`config.mk`:
```
export PLATFORM = sky130hd
export DESIGN_NAME = rv32_dmem_req_unit
export DESIGN_NICKNAME = d
export VERILOG_FILES = /design/src/rtl/rv32_dmem_req_unit.sv
export SDC_FILE = /design/constraint.sdc
export NUM_CORES = 1
export LEC_CHECK = 0
export ABC_CLOCK_PERIOD_IN_PS = 4850
export BUFFER_PORTS_ARGS = -buffer_cell sky130_fd_sc_hd__clkbuf_2
export CORE_UTILIZATION = 45
export DETAILED_ROUTE_END_ITERATION = 8
export PLACE_DENSITY = 0.79
export SYNTH_ARGS = -nofsm -noshare
export SYNTH_HDL_FRONTEND = slang
export SYNTH_SLANG_ARGS = --single-unit
```
`constraint.sdc`:
```
create_clock -name clk -period 4.85 [get_ports clk]
set_input_delay 0.7275 -clock clk [delete_from_list [all_inputs] [get_ports clk]]
set_output_delay 0.7275 -clock clk [all_outputs]
set_load 0.02 [all_outputs]
```
`src/rtl/rv32_dmem_req_unit.sv`:
```
// rv32_dmem_req_unit: memory-stage load/store request initiator with alignment check and response tracking
module rv32_dmem_req_unit #(
  parameter int ADDR_W   = 32,
  parameter int MAX_WAIT = 15
) (
  input  logic              clk,
  input  logic              resetn,
  input  logic              req_valid,
  output logic              req_ready,
  input  logic              req_store,
  input  logic [2:0]        req_funct3,
  input  logic [ADDR_W-1:0] req_addr,
  input  logic [31:0]       req_wdata,
  output logic              mem_valid,
  input  logic              mem_ready,
  output logic              mem_we,
  output logic [ADDR_W-1:0] mem_addr,
  output logic [3:0]        mem_be,
  output logic [31:0]       mem_wdata,
  input  logic              mem_rvalid,
  input  logic [31:0]       mem_rdata,
  output logic              stall,
  output logic              rsp_valid,
  output logic [31:0]       rsp_data,
  output logic [1:0]        rsp_addr_lo,
  output logic [2:0]        rsp_funct3,
  output logic              misalign,
  output logic              bus_err
);
  typedef enum logic [1:0] {IDLE, REQ, WAIT_RSP} state_e;
  state_e              state_q, state_d;
  logic [3:0]          cnt_q, cnt_d;
  logic                we_q, we_d;
  logic [ADDR_W-1:0]   addr_q, addr_d;
  logic [3:0]          be_q, be_d;
  logic [31:0]         wdata_q, wdata_d;
  logic [1:0]          lo_q, lo_d;
  logic [2:0]          f3_q, f3_d;
  logic [31:0]         rdata_q, rdata_d;
  logic                rsp_valid_q, rsp_valid_d;
  logic                misalign_q, misalign_d;
  logic                bus_err_q, bus_err_d;
  logic                is_b, is_h, is_w, undef, mis;
  logic [3:0]          be_calc;
  logic [31:0]         wd_calc;
  // width decode: low funct3 bits give the size, funct3[2] only selects zero-extension
  assign undef   = (req_funct3[1:0] == 2'b11) || (req_funct3 == 3'b110);
  assign is_b    = req_funct3[1:0] == 2'b00;
  assign is_h    = req_funct3[1:0] == 2'b01;
  assign is_w    = req_funct3 == 3'b010;
  assign mis     = undef || (is_h && req_addr[0]) || (is_w && req_addr[1:0] != 2'b00);
  assign be_calc = (is_b ? 4'b0001 : is_h ? 4'b0011 : 4'b1111) << req_addr[1:0];
  assign wd_calc = !req_store ? 32'h0 : is_b ? {4{req_wdata[7:0]}} : is_h ? {2{req_wdata[15:0]}} : req_wdata;
  assign req_ready   = state_q == IDLE;
  assign mem_valid   = state_q == REQ;
  assign mem_we      = we_q;
  assign mem_addr    = addr_q;
  assign mem_be      = be_q;
  assign mem_wdata   = wdata_q;
  assign stall       = (state_q != IDLE) || (req_valid && !mis);
  assign rsp_valid   = rsp_valid_q;
  assign rsp_data    = rdata_q;
  assign rsp_addr_lo = lo_q;
  assign rsp_funct3  = f3_q;
  assign misalign    = misalign_q;
  assign bus_err     = bus_err_q;
  // next state: accept/reject in IDLE, hold request until accepted, then await read data or time out
  always_comb begin
    state_d     = state_q;
    cnt_d       = cnt_q;
    we_d        = we_q;
    addr_d      = addr_q;
    be_d        = be_q;
    wdata_d     = wdata_q;
    lo_d        = lo_q;
    f3_d        = f3_q;
    rdata_d     = rdata_q;
    rsp_valid_d = 1'b0;
    misalign_d  = 1'b0;
    bus_err_d   = 1'b0;
    case (state_q)
      IDLE: begin
        if (req_valid && mis) misalign_d = 1'b1;
        else if (req_valid) begin
          state_d = REQ;
          we_d    = req_store;
          addr_d  = {req_addr[ADDR_W-1:2], 2'b00};
          be_d    = be_calc;
          wdata_d = wd_calc;
          lo_d    = req_addr[1:0];
          f3_d    = req_funct3;
        end
      end
      REQ: begin
        if (mem_ready) begin
          state_d = we_q ? IDLE : WAIT_RSP;
          cnt_d   = 4'd0;
        end
      end
      WAIT_RSP: begin
        if (mem_rvalid) begin
          rdata_d     = mem_rdata;
          rsp_valid_d = 1'b1;
          state_d     = IDLE;
        end else if (cnt_q == 4'(MAX_WAIT - 1)) begin
          rdata_d     = 32'h0;
          rsp_valid_d = 1'b1;
          bus_err_d   = 1'b1;
          state_d     = IDLE;
        end else cnt_d = cnt_q + 4'd1;
      end
      default: state_d = IDLE;
    endcase
  end
  // state and captured request/response registers
  always_ff @(posedge clk or negedge resetn) begin
    if (!resetn) begin
      state_q     <= IDLE;
      cnt_q       <= '0;
      we_q        <= 1'b0;
      addr_q      <= '0;
      be_q        <= '0;
      wdata_q     <= '0;
      lo_q        <= '0;
      f3_q        <= '0;
      rdata_q     <= '0;
      rsp_valid_q <= 1'b0;
      misalign_q  <= 1'b0;
      bus_err_q   <= 1'b0;
    end else begin
      state_q     <= state_d;
      cnt_q       <= cnt_d;
      we_q        <= we_d;
      addr_q      <= addr_d;
      be_q        <= be_d;
      wdata_q     <= wdata_d;
      lo_q        <= lo_d;
      f3_q        <= f3_d;
      rdata_q     <= rdata_d;
      rsp_valid_q <= rsp_valid_d;
      misalign_q  <= misalign_d;
      bus_err_q   <= bus_err_d;
    end
  end
endmodule

```
Word level (Yosys, flattened, before mapping)
Index checks and enable logic that the tools add are counted.

word-level totals
  word-level logic and storage cells = 72
  output and inout bits = 112
  flip-flop bits (word level) = 113

operators by class
  reductions and logical operators = 19
  bitwise gates (word level) = 1
  eq/ne operators = 13
  muxes and demuxes = 25
  shifts and indexed selects = 1
  add/subtract/negate cells = 1

operator list
  operator                                                          count
  32-bit 2-to-1 mux                                                 5
  4-bit 2-to-1 mux                                                  5
  2-bit 2-to-1 mux                                                  6
  2-bit != test (second input constant)                             4
  4-bit one-hot mux with 2 select lines                             1
  4-bit AND reduction                                               2
  2-bit nonzero test                                                4
  1-bit 2-to-1 mux                                                  7
  2-bit one-hot mux with 3 select lines                             1
  4-bit by 1-bit adder with 4-bit output (second input constant)    1
  2-bit by 1-bit == test with 1-bit output (second input constant)  2
  2-bit == test (second input constant)                             2
  4-bit == test (second input constant)                             1
  1-bit logical AND                                                 4
  2-bit zero test                                                   2
  1-bit logical OR                                                  4
  4-bit by 2-bit left shift with 4-bit output                       1
  3-bit by 2-bit == test with 1-bit output (second input constant)  1
  3-bit == test (second input constant)                             1
  3-bit != test (second input constant)                             1
  3-bit AND reduction                                               1
  2-bit by 1-bit != test with 1-bit output (second input constant)  1
  2-bit AND reduction                                               1
  1-bit zero test                                                   1
  1-bit NOT                                                         1

Logic depth before layout (Yosys ltp)
Gate-level depths: netlist (run 1).

  depth in word-level cells = 7
  gate-level depth with buffers = 6
  gate-level depth less buffers = 5

Worst setup path after synthesis (run 1)
No wires, ideal clock.

  path type = input port to output port
  start = in req_funct3[0]
  end = out stall
  path buffers = 1
  cell stages on the path = 4
  data arrival time = 1363 ps
  required time = 4123 ps
  path slack = 2760 ps
  path through = buf_2 a21oi_1 o21ai_0 nand2_1

between the ends
  longest elaborated chain between the ends = 7

ends and longest elaborated chain
  element                                                       line    RTL
  from (decl)                                                   11      input logic [2:0] req_funct3,
  3-bit == test, or another cell as far along                   47      assign undef = (req_funct3[1:0] == 2'b11) || (req_funct3 == 3'b110);
  1-bit logical OR / 1-bit logical AND (equally long branches)  47, 51
  1-bit logical OR                                              51      assign mis = undef || (is_h && req_addr[0]) || (is_w && req_addr[1:0] != 2'b00);
  1-bit logical OR (*)                                          51
  1-bit zero test (*)                                           60      assign stall = (state_q != IDLE) || (req_valid && !mis);
  1-bit logical AND (*)                                         60
  1-bit logical OR (*)                                          60
  to (decl)                                                     22      output logic stall,

Every way passes the cells marked *; elsewhere a longest branch is shown, timed or not.

Final worst setup path (run 1)
  start = in req_funct3[1]
  end = out stall

The elaborated chain is that of the path after synthesis.

==> results of run 1 <==
==> metrics by stage <==
step | setup WS [ns] | power [uW] | hold WS, ns | std cells | instance area [um2]
after floorplan | 2.76 | 2850 | 0.432 | 379 | 5100
after global placement | 1.90 | 3440 | 0.476 | 709 | 6200
after detailed placement | 1.77 | 3490 | 0.481 | 709 | 6200
after CTS | 2.05 | 4760 | 0.428 | 740 | 6790
after global routing | 1.91 | 4960 | 0.458 | 740 | 6790
final | 2.07 | 4710 | 0.404 | 740 | 6790
==> critical path, cell delays in order <==
cell and delay (ns):
clkbuf_2 0.47, a21oi_1 0.44, o21ai_0 0.15, nand2_1 0.08, clkbuf_2 0.18
==> state kept, by name, summed over array words and instances, names as in the netlist, 2 cells and up <==
signal / cells
mem_wdata: 32
rsp_data: 32
mem_addr: 30
cnt_q: 4
mem_be: 4
rsp_funct3: 3
rsp_addr_lo: 2
state_q: 2
==> per-layer routing <==
| layer | wire (um) | track usage | share of wire | vias up |
|---|---|---|---|---|
| li1 | - | - | - | 1746 |
| met1 | 5210 | 0.254 | 0.43 | 1795 |
| met2 | 5790 | 0.347 | 0.48 | 156 |
| met3 | 918 | 0.0717 | 0.076 | 13 |
| met4 | 155 | 0.0685 | 0.013 | 0 |
| met5 | 0 | 0 | 0 | - |
==> synthesized netlist by cell type <==
cell type | n | area (um2)
inv_1 | 20 | 75.1
nand3_1 | 3 | 15.0
nor4_2 | 1 | 12.5
and2_1 | 2 | 12.5
nor3_1 | 2 | 10.0
nor2b_1 | 1 | 6.26
a21oi_1 | 10 | 50.1
nor3b_1 | 1 | 7.51
nand2_1 | 15 | 56.3
o211ai_1 | 9 | 67.6
and3_1 | 2 | 12.5
o21ai_0 | 11 | 55.1
ha_1 | 2 | 25.0
mux2i_1 | 29 | 290
buf_4 | 3 | 22.5
mux2_1 | 3 | 33.8
nor2_1 | 12 | 45.0
nand3b_1 | 1 | 7.51
mux2_4 | 53 | 796
dfrtp_1 | 113 | 2830
clkbuf_1 | 13 | 48.8
mux2_2 | 8 | 90.1
a22o_1 | 32 | 280
buf_2 | 4 | 20.0
or3b_2 | 8 | 70.1
buf_6 | 7 | 78.8
o21ai_1 | 1 | 5.00
conb_1 | 1 | 3.75
nand2b_1 | 11 | 68.8
==> cells in the final DEF (no fill, tap or decap) <==
cell type / synthesis / final
nand2_1: 15 / 15
buf_4: 3 / 4
dfrtp_1: 113 / 113
o211ai_1: 9 / 9
mux2_1: 3 / 3
nor3b_1: 1 / 1
a22o_1: 32 / 32
mux2_4: 53 / 53
and3_1: 2 / 2
or3b_2: 8 / 8
clkbuf_1: 13 / 2
clkinv_4: 0 / 1
mux2_2: 8 / 8
clkbuf_8: 0 / 1
clkinvlp_4: 0 / 2
o21ai_2: 0 / 1
nor2b_1: 1 / 1
ha_1: 2 / 2
nor3_1: 2 / 2
a21oi_1: 10 / 10
inv_1: 20 / 20
conb_1: 1 / 2
mux2i_1: 29 / 29
bufinv_16: 0 / 3
clkbuf_16: 0 / 17
clkbuf_2: 0 / 213
nor4_2: 1 / 1
nand3_1: 3 / 3
nand3b_1: 1 / 1
and2_1: 2 / 2
clkinv_2: 0 / 5
nor2_1: 12 / 12
o21ai_0: 11 / 11
nand2b_1: 11 / 11
==> layout make-up <==
type | instances | area [um2]
sequential | 113 | 2830
clock inverter | 11 | 139
clock buffer | 20 | 447
timing repair buffer | 217 | 1100
tap | 140 | 175
multi-input combinational | 219 | 2030
fill | 891 | 4150
inverter | 20 | 75.1
==> cell families (layout without fill, tap and decap cells) <==
| logic type | Yosys count | count (layout) | synth area share |
|---|---|---|---|
| AOI/OAI and AO/OA | 63 | 63 | 0.0899 |
| buffers and inverters | 47 | 268 | 0.0481 |
| muxes | 93 | 93 | 0.238 |
| adders and majority gates | 2 | 2 | 0.00491 |
| other | 1 | 2 | 0.000736 |
| and+or+nand+nor | 59 | 59 | 0.0636 |
| DFF | 113 | 113 | 0.555 |
==> power breakdown <==
group | leakage, uW | total (uW) | switching, uW | internal [uW]
clock | 0.000285 | 1230 | 422 | 813
combinational | 0.00206 | 1840 | 1030 | 809
sequential | 0.00141 | 1640 | 264 | 1380
total | 0.00376 | 4710 | 1720 | 3000
==> path summary, 6_finish.rpt <==
check,startpoint,end,slack (ns)
worst max register to register,cnt_q[0]$_DFFE_PN0P_,rsp_data[29]$_DFFE_PN0P_,2.61
worst min-delay path,resetn,mem_we$_DFFE_PN0P_,0.40
min in group clk,rsp_funct3[1]$_DFFE_PN0P_,rsp_funct3[1]$_DFFE_PN0P_,0.49
worst min register to register,rsp_funct3[1]$_DFFE_PN0P_,rsp_funct3[1]$_DFFE_PN0P_,0.49
worst max-delay path,req_funct3[1],stall,2.07
max in group asynchronous,resetn,mem_addr[24]$_DFFE_PN0P_,3.30
==> results by group, run 1 <==
Run status
  – Status: finished clean

Clocking
  – CTS Buffer Depth: 2
  – Hold_buf cts: 0
  – Clock Pin Slew Worst Setup and Hold Paths: 0.05 ns
  – Post-CTS Setup Inserts: 0
  – H-tree depth: 4
  – Total CTS buffers: 17
  – CTS Sinks: 113
  – Root buffer cell: clkbuf_16
  – CTS resizes: 0
  – Clk Latency, worst-skew pair: roughly 0.4 ns
  – CTS tree: yes

Yosys
  – Seq/Total Area, Yosys: 0.555
  – Netlist cell types: 29
  – Post-Syn Area: 5090 um2
  – Synth Register Bits: ~110
  – Yosys Warn Count: 0
  – Mapped Cells: 378
  – Avg Synthesized Cell Area: around 13 um2

Drt
  – Routed wire length: 12100 um
  – Via count: 3710
  – Antenna Nets Post-Route: 0
  – Wirelength per Cell: about 16 um
  – First DRT Iteration DRCs: 193
  – Initial DRT Pass Iterations: 4
  – Vias/cell: 5.01
  – Residual DRC: 0

STA
  – RSZ-0062 raised after global routing: false
  – Setup Skew: 0.00845 ns
  – Hold Vio Cnt, Final: 0
  – Fin crit share: 0.573
  – Final setup vio count: 0
  – FMAX: 360 MHz
  – Slew margin rel.: 0.160
  – Final Critical Period: 2.78 ns
  – Setup TNS: 0 ns
  – Slew Viols, Final: 0
  – Slew at the pin closest to its max-slew limit: 1.26 ns

Floorplan
  – Die width: 108 um
  – Ports: about 220
  – Core ar.: ~11000 um2
  – Die H: 108 um
  – Starting Density: 0.466
  – Die ar.: around 12000 um2
  – Site row count: 38

Worst setup path
  – Critical path capture point type: output port
  – Critical path type: input port to output port
  – Arr. time, crit path: 2.05 ns
  – R2R depth: 5
  – Worst path required time: 4.12 ns
  – CP Max Fanout: 44
  – CP Launch Type: input port

Finish
  – Final #Nets: 695
  – Post-layout util: 0.621
  – Layout cells sized above 1: 0.528
  – Area added between synthesis and finish: 33.3%
  – ANT cells: 0

Placed design
  – DP HPWL: 8470 um
  – Number of I/O port buffers: 214
  – RD Place Congestion: 0.770

Global routing
  – Initial antenna violation count: 0
  – Vias in the first global route: 3692
  – Total gr overflow: 0
  – Pin count of the biggest net entering global routing: between 60 and 70
  – Total track usage: 0.209
  – First-pass GRT wire length: about 18000 um

Power
  – Leak pwr: 0.00376 uW
  – Worst IR Drop VDD: 0.348 mV
  – Power density over the cells: approximately 700 nW/um2

Hold path
  – Hold WC Path Type: input port to async pin

Job
  – Max-Cap Viols: 0
Power figures use the tool's default switching activity.
==> run 2: changes to the inputs <==
- ABC_CLOCK_PERIOD_IN_PS: 4850 -> 2480
- CORE_UTILIZATION: 45 -> 43
- clock period: 4.85 -> 2.48 ns (I/O delays scaled with it)
==> run 2 against run 1 <==
Compared with the run above: setup slack lost 1.3 ns; worst hold slack lost 0.40 ns; global-route usage shrank 0.19 points; first-iteration DRC count shrank 16%; critical endpoint is now rsp_addr_lo[0]$_DFFE_PN0P_; largest cell class unchanged; largest power group unchanged.
==> results by group, run 2 (synthesis results as in run 1) <==
Run status
  – Status: finished clean

Worst setup path
  – Worst Setup SP: state_q[0]$_DFFE_PN0P_
  – Arr. time, crit path: 1.98 ns (-0.07 ns)
  – Critical path type: flop to flop
  – Worst reg2reg endpoint: rsp_addr_lo[0]$_DFFE_PN0P_
  – R2r setup slk: 0.79 ns (-1.82 ns)
  – Crit path max-delay family: buffers and inverters
  – R2R depth: 5 (unchanged)
  – Crit path buf inv count: 2 (unchanged)
  – Cell Chain, Critical Path: nor2_1, buf_4, o211ai_1, buf_12, mux2_1
  – CP Launch Type: flop
  – Critical path capture point type: flop
  – Crit-path max cell delay: 0.42 ns (-0.05 ns)
  – Slowest CP cell: dfrtp_1
  – CP Max Fanout: 55 (+25%)
  – Worst path required time: 2.77 ns (-1.35 ns)
  – Critical R2R Launch: state_q[0]$_DFFE_PN0P_

STA
  – Setup TNS: 0 ns (unchanged)
  – Slew Viols, Final: 0 (unchanged)
  – Hold Vio Cnt, Final: 0 (unchanged)
  – Setup Skew: 0.0111 ns (+0.00260 ns)
  – Slew margin rel.: 0.537 (+0.378)
  – RSZ-0062 raised after global routing: false
  – Final setup vio count: 0 (unchanged)
  – Final Critical Period: about 1.7 ns
  – FMAX: approximately 600 MHz
  – Setup ws final: 0.789 ns (-1.28 ns)
  – Hold slack: 0.000809 ns (-0.403 ns)
  – Slew at the pin closest to its max-slew limit: 0.694 ns (-0.567 ns)
  – Fin crit share: 0.682

Clocking
  – Clock Pin Slew Worst Setup and Hold Paths: 0.05 ns (about the same)
  – Hold_buf cts: 0 (unchanged)
  – Clk Latency, worst-skew pair: 0.41 ns (about the same)
  – Root buffer cell: clkbuf_16
  – Total CTS buffers: 17 (unchanged)
  – CTS Sinks: 113 (unchanged)
  – CTS tree: yes
  – Post-CTS Setup Inserts: 0 (unchanged)
  – CTS resizes: 0 (unchanged)
  – H-tree depth: 4 (unchanged)
  – CTS Buffer Depth: 2 (unchanged)

Floorplan
  – Starting Density: 0.444 (-0.0216)
  – Die H: 111 um (+2.3%)
  – Ports: 217 (unchanged)
  – Die width: 111 um (+2.3%)
  – Die ar.: 12300 um2 (+4.6%)
  – Site row count: 39 (+2.6%)
  – Core ar.: 11500 um2 (+4.9%)

Placed design
  – Post-DP Area: 6290 um2 (+1.4%)
  – Placed insts: 720 (+1.6%)
  – RD Place Congestion: 0.816 (+5.9%)
  – Pre-CTS WS: 0.543 ns (-1.23 ns)
  – DP HPWL: 8830 um (+4.3%)
  – Number of I/O port buffers: 214 (unchanged)

Finish
  – Final Non-Filler Cells: 752 (+1.6%)
  – Final #Nets: 703 (+1.2%)
  – ANT cells: 0 (unchanged)
  – Area of the multi-input gates: 2030 um2 (unchanged)
  – Layout cells sized above 1: 0.534 (+0.00533)
  – Area added between synthesis and finish: 35.1%
  – Most frequent cells in the layout: clkbuf_2 (213), dfrtp_1 (113), mux2_4 (53)
  – Most common cell after layout, fill and taps aside: clkbuf_2
  – Fillers: 957 (+7.4%)
  – Storage cell area: 2830 um2 (unchanged)
  – Cell area after layout: 6880 um2 (+1.3%)

Global routing
  – Total gr overflow: 0 (unchanged)
  – Pin count of the biggest net entering global routing: 56 (-13%)
  – Initial antenna violation count: 0 (unchanged)
  – Vias in the first global route: 3968 (+7.5%)
  – Total track usage: 0.207 (-0.00193)
  – First-pass GRT wire length: 19800 um (+7.1%)

Drt
  – Initial DRT Pass Iterations: 4 (unchanged)
  – First DRT Iteration DRCs: 162 (-16%)
  – Antenna Nets Post-Route: 0 (unchanged)
  – Routed wire length: 12100 um (-0.12%)
  – Residual DRC: 0 (unchanged)
  – Vias/cell: 4.95 (-1.2%)
  – Wirelength per Cell: 16.0 um (-1.7%)
  – Via count: 3725 (+0.40%)

Job
  – Max-Cap Viols: 0 (unchanged)

Power
  – Power density over the cells: 1340 nW/um2 (+93%)
  – Leak pwr: 0.00380 uW (+1.2%)
  – Worst IR Drop VDD: 0.817 mV (+140%)

Hold path
  – Hold WC Path Type: input port to async pin
## run 2: where the power goes
group	total (uW)	switching, uW	internal, uW
clock network	2400	808	1590
logic	3640	2030	1610
registers	3200	509	2690
total	9240	3350	5890
## run 2: routing by layer
layer / global-route usage / share of wire / routed length, um / up-vias
met5: 0 / 0 / 0 / -
met4: 0.0844 / 0.017 / 207 / 0
met3: 0.0705 / 0.066 / 796 / 17
met2: 0.349 / 0.50 / 6030 / 144
met1: 0.241 / 0.42 / 5030 / 1797
li1: - / - / - / 1767
## run 2: area by class of cell
| cell class | count | area share |
|---|---|---|
| Sequential cell | 113 | 0.411 |
| Multi-Input combinational cell | 219 | 0.295 |
| Timing Repair Buffer | 225 | 0.172 |
| Clock buffer | 21 | 0.0655 |
| Tap cell | 143 | 0.0260 |
| Clock inverter | 11 | 0.0200 |
| Inverter | 20 | 0.0109 |
## run 2: how the worst max path moves through the flow
stage / end / slack [ns] / cells past startpoint
after floorplan: mem_addr[10]$_DFFE_PN0P_ / 0.78 / 5
after global placement: rsp_addr_lo[0]$_DFFE_PN0P_ / 0.59 / 5
after detailed placement: rsp_addr_lo[0]$_DFFE_PN0P_ / 0.54 / 5
after CTS: rsp_addr_lo[0]$_DFFE_PN0P_ / 0.79 / 5
after global routing: rsp_addr_lo[0]$_DFFE_PN0P_ / 0.67 / 5
final: rsp_addr_lo[0]$_DFFE_PN0P_ / 0.79 / 5
## run 2: per-stage QoR
step / total power, uW / util
floorplan: 5570 / -
global placement: 6760 / 0.549
detailed placement: 6890 / 0.549
CTS: 9340 / 0.600
global route: 9710 / 0.600
finish: 9240 / 0.600
## run 2: worst reg2reg max path: stages (launching register included)
cell and delay [ns]:
dfrtp_1 0.42, nor2_1 0.06, buf_4 0.15, o211ai_1 0.16
buf_12 0.39, mux2_1 0.40
==> run 3: changes to the inputs <==
- ABC_AREA: not set -> 1
- ABC_CLOCK_PERIOD_IN_PS: 2480 -> 1700
- CORE_UTILIZATION: 43 -> 45
- clock period: 2.48 -> 1.7 ns (I/O delays scaled with it)
==> run 3 against run 2 <==
Compared with the run above: worst hold slack improved by 0.086 ns; clock skew rose by 0.0025 ns; clock power rose by 48%; critical path depth fell by 2; total power rose by 42%; wire length rose by 17%; final area rose by 2.2%; synthesized area rose by 1.8%; critical endpoint is now stall; highest routed layer unchanged.
==> results by group, run 3 <==
Run status
  – Status: finished clean

Finish
  – ANT cells: 0 (unchanged)
  – Most common cell after layout, fill and taps aside: nand2_1
  – Area of the multi-input gates: 1930 um2 (-5.0%)
  – Layout cells sized above 1: 0.337 (-0.196)
  – Storage cell area: 2830 um2 (unchanged)
  – Final #Nets: 949 (+35%)
  – Area added between synthesis and finish: 35.6%
  – Post-layout util: 0.637 (+0.0374)
  – Fillers: 972 (+1.6%)
  – Most frequent cells in the layout: nand2_1 (234), clkbuf_2 (213), dfrtp_1 (113)

Power
  – Sw Pwr: 5300 uW (+58%)
  – Pwr Total: 13100 uW (+42%)
  – Worst IR Drop VDD: 1.01 mV (+24%)
  – Flop pwr share: 0.350 (+0.004)
  – Power density over the cells: 1860 nW/um2 (+39%)
  – Gate power share: 0.379 (-0.015)
  – Leak pwr: 0.00399 uW (+5.0%)
  – Switching Share: 0.405 (+0.0427)
  – Clk network pwr share: 0.271 (+0.011)
  – Int Pwr: 7790 uW (+32%)

Yosys
  – Mapped Cells: 624 (+65%)
  – Most frequent cells after synthesis: nand2_1 (234), dfrtp_1 (113), nand3_1 (91)
  – Asr flop ratio synth: 1.00 (unchanged)
  – Yosys top cell by area: dfrtp_1
  – Synth Register Bits: 113 (unchanged)
  – Avg Synthesized Cell Area: 8.31 um2 (-38%)
  – Seq/Total Area, Yosys: 0.545 (-0.00978)
  – EDFF count, synth: 0 (unchanged)
  – Post-Syn Area: 5180 um2 (+1.8%)
  – Area contributors post-synth: dfrtp_1 (55%), nand2_1 (17%), nand3_1 (8.8%), inv_1 (3.6%), o21ai_0 (2.9%)
  – Netlist cell types: 29 (unchanged)
  – Ys flop type: dfrtp_1
  – Yosys Warn Count: 0 (unchanged)
  – Most frequent cell after synthesis: nand2_1
  – Area share of the largest cell type after synthesis: 0.545 (-0.00978)

Drt
  – Wirelength per Cell: 14.2 um (-12%)
  – Antenna Nets Post-Route: 0 (unchanged)
  – Residual DRC: 0 (unchanged)
  – Vias/cell: 4.98 (+0.47%)
  – Initial DRT Pass Iterations: 5 (+1)
  – Routed wire length: 14100 um (+17%)
  – First DRT Iteration DRCs: 424 (+160%)
  – Via count: 4947 (+33%)

Floorplan
  – Starting Density: 0.470 (+0.0259)
  – Die H: 109 um (-1.3%)
  – Site row count: 38 (-2.6%)
  – Ports: 217 (unchanged)
  – Die ar.: 12000 um2 (-2.7%)
  – Die width: 109 um (-1.3%)
  – Core ar.: 11000 um2 (-3.8%)

Clocking
  – Root buffer cell: clkbuf_16
  – Total CTS buffers: 17 (unchanged)
  – Post-CTS Setup Inserts: 0 (unchanged)
  – H-tree depth: 4 (unchanged)
  – Clk Latency, worst-skew pair: 0.40 ns (about the same)
  – CTS Sinks: 113 (unchanged)
  – Clock Pin Slew Worst Setup and Hold Paths: 0.06 ns (about the same)
  – CTS tree: yes
  – Hold_buf cts: 1 (+1)
  – CTS resizes: 0 (unchanged)
  – CTS Buffer Depth: 2 (unchanged)

Placed design
  – Pre-CTS WS: 0.216 ns (-0.327 ns)
  – RD Place Congestion: 0.840 (+3.0%)
  – Number of I/O port buffers: 214 (unchanged)
  – DP HPWL: 10200 um (+15%)

Worst setup path
  – CP Launch Type: flop
  – Cell Chain, Critical Path: nor2_2, nand2_1, clkbuf_2
  – Crit path buf inv count: 1 (-1)
  – Arr. time, crit path: 1.25 ns (-0.73 ns)
  – Critical path type: flop to output port
  – Crit path max-delay family: flip-flops
  – Critical path capture point type: output port
  – CP Max Fanout: 4 (-93%)
  – Slowest CP cell: dfrtp_1
  – Crit-path max cell delay: 0.41 ns (about the same)
  – Worst path required time: 1.44 ns (-1.33 ns)

STA
  – Fin crit share: 0.887
  – Slew margin rel.: 0.647 (+0.110)
  – FMAX: around 660 MHz
  – RSZ-0062 raised after global routing: false
  – Hold slack: 0.0867 ns (+0.0859 ns)
  – Hold Vio Cnt, Final: 0 (unchanged)
  – Final setup vio count: 0 (unchanged)
  – Final Critical Period: 1.51 ns
  – Slew at the pin closest to its max-slew limit: 0.529 ns (-0.165 ns)
  – Setup ws final: 0.192 ns (-0.597 ns)
  – Setup TNS: 0 ns (unchanged)
  – Setup Skew: 0.0135 ns (+0.00249 ns)
  – Slew Viols, Final: 0 (unchanged)

Global routing
  – Total gr overflow: 0 (unchanged)
  – Total track usage: 0.241 (+0.0346)
  – Vias in the first global route: 4530 (+14%)
  – Initial antenna violation count: 0 (unchanged)
  – First-pass GRT wire length: 22000 um (+11%)
  – Pin count of the biggest net entering global routing: 40 (-29%)

Hold path
  – Hold WC Path Type: input port to flop

Job
  – Max-Cap Viols: 0 (unchanged)
-- run 3: changes by cell type after synthesis, sizes merged, moves of 19 or more --
cell	delta
o21ai	+24
nand2	+224
mux2i	-29
mux2	-64
nand3	+97
a22o	-32
buf	+19
inv	+32
-- run 3: metal layers --
metal | vias to the layer above | share of wire | global-route usage
met2 | 236 | 0.48 | 0.398
met5 | - | 0 | 0
met3 | 13 | 0.091 | 0.0688
li1 | 2409 | - | -
met4 | 0 | 0.011 | 0.0610
met1 | 2289 | 0.42 | 0.314
-- run 3: area by class of cell --
type                    count  share of cell area
repair buffers            237               0.185
clock buffers              18              0.0625
clock inverters            13              0.0233
inverters                  52              0.0281
well taps                 140              0.0249
multi-input cells         421               0.274
flip-flops and latches    113               0.402
-- run 3: kinds of logic after synthesis --
family	synth area share
buf+inv	0.0837
other cells	0.000723
fa+ha+maj	0.00483
simple gates	0.305
compound gates	0.0608
flops	0.545
-- run 3: worst paths after layout --
check	startpoint	endpoint	cells after the start	slack, ns
min in group asynchronous	resetn	rsp_data[16]$_DFFE_PN0P_	2	0.38
worst min-delay path	req_addr[29]	mem_addr[29]$_DFFE_PN0P_	3	0.09
worst min register to register	mem_addr[15]$_DFFE_PN0P_	mem_addr[15]$_DFFE_PN0P_	2	0.47
max in group asynchronous	resetn	mem_addr[20]$_DFFE_PN0P_	3	0.72
worst max register to register	state_q[1]$_DFFE_PN0P_	mem_wdata[16]$_DFFE_PN0P_	6	0.22
worst max-delay path	state_q[1]$_DFFE_PN0P_	stall	3	0.19
-- run 3: per-stage QoR --
step / instance area [um2] / std cells
floorplan: 5190 / 625
global placement: 6420 / 962
detailed placement: 6420 / 962
CTS: 7030 / 994
global route: 7030 / 994
finish: 7030 / 994
-- run 3: power by group through the flow --
stage	Sequential (uW)	Clock (uW)	Combinational [uW]
floorplan	5920	0	1690
global placement	4540	0	4910
detailed placement	4590	0	5010
CTS	4580	3620	5020
global route	4720	3770	5470
finish	4580	3550	4960
-- run 3: worst min-delay path: cells and delay by family --
kind,cells,cell delay [ns]
buf+inv,1,0.09
simple gates,2,0.10
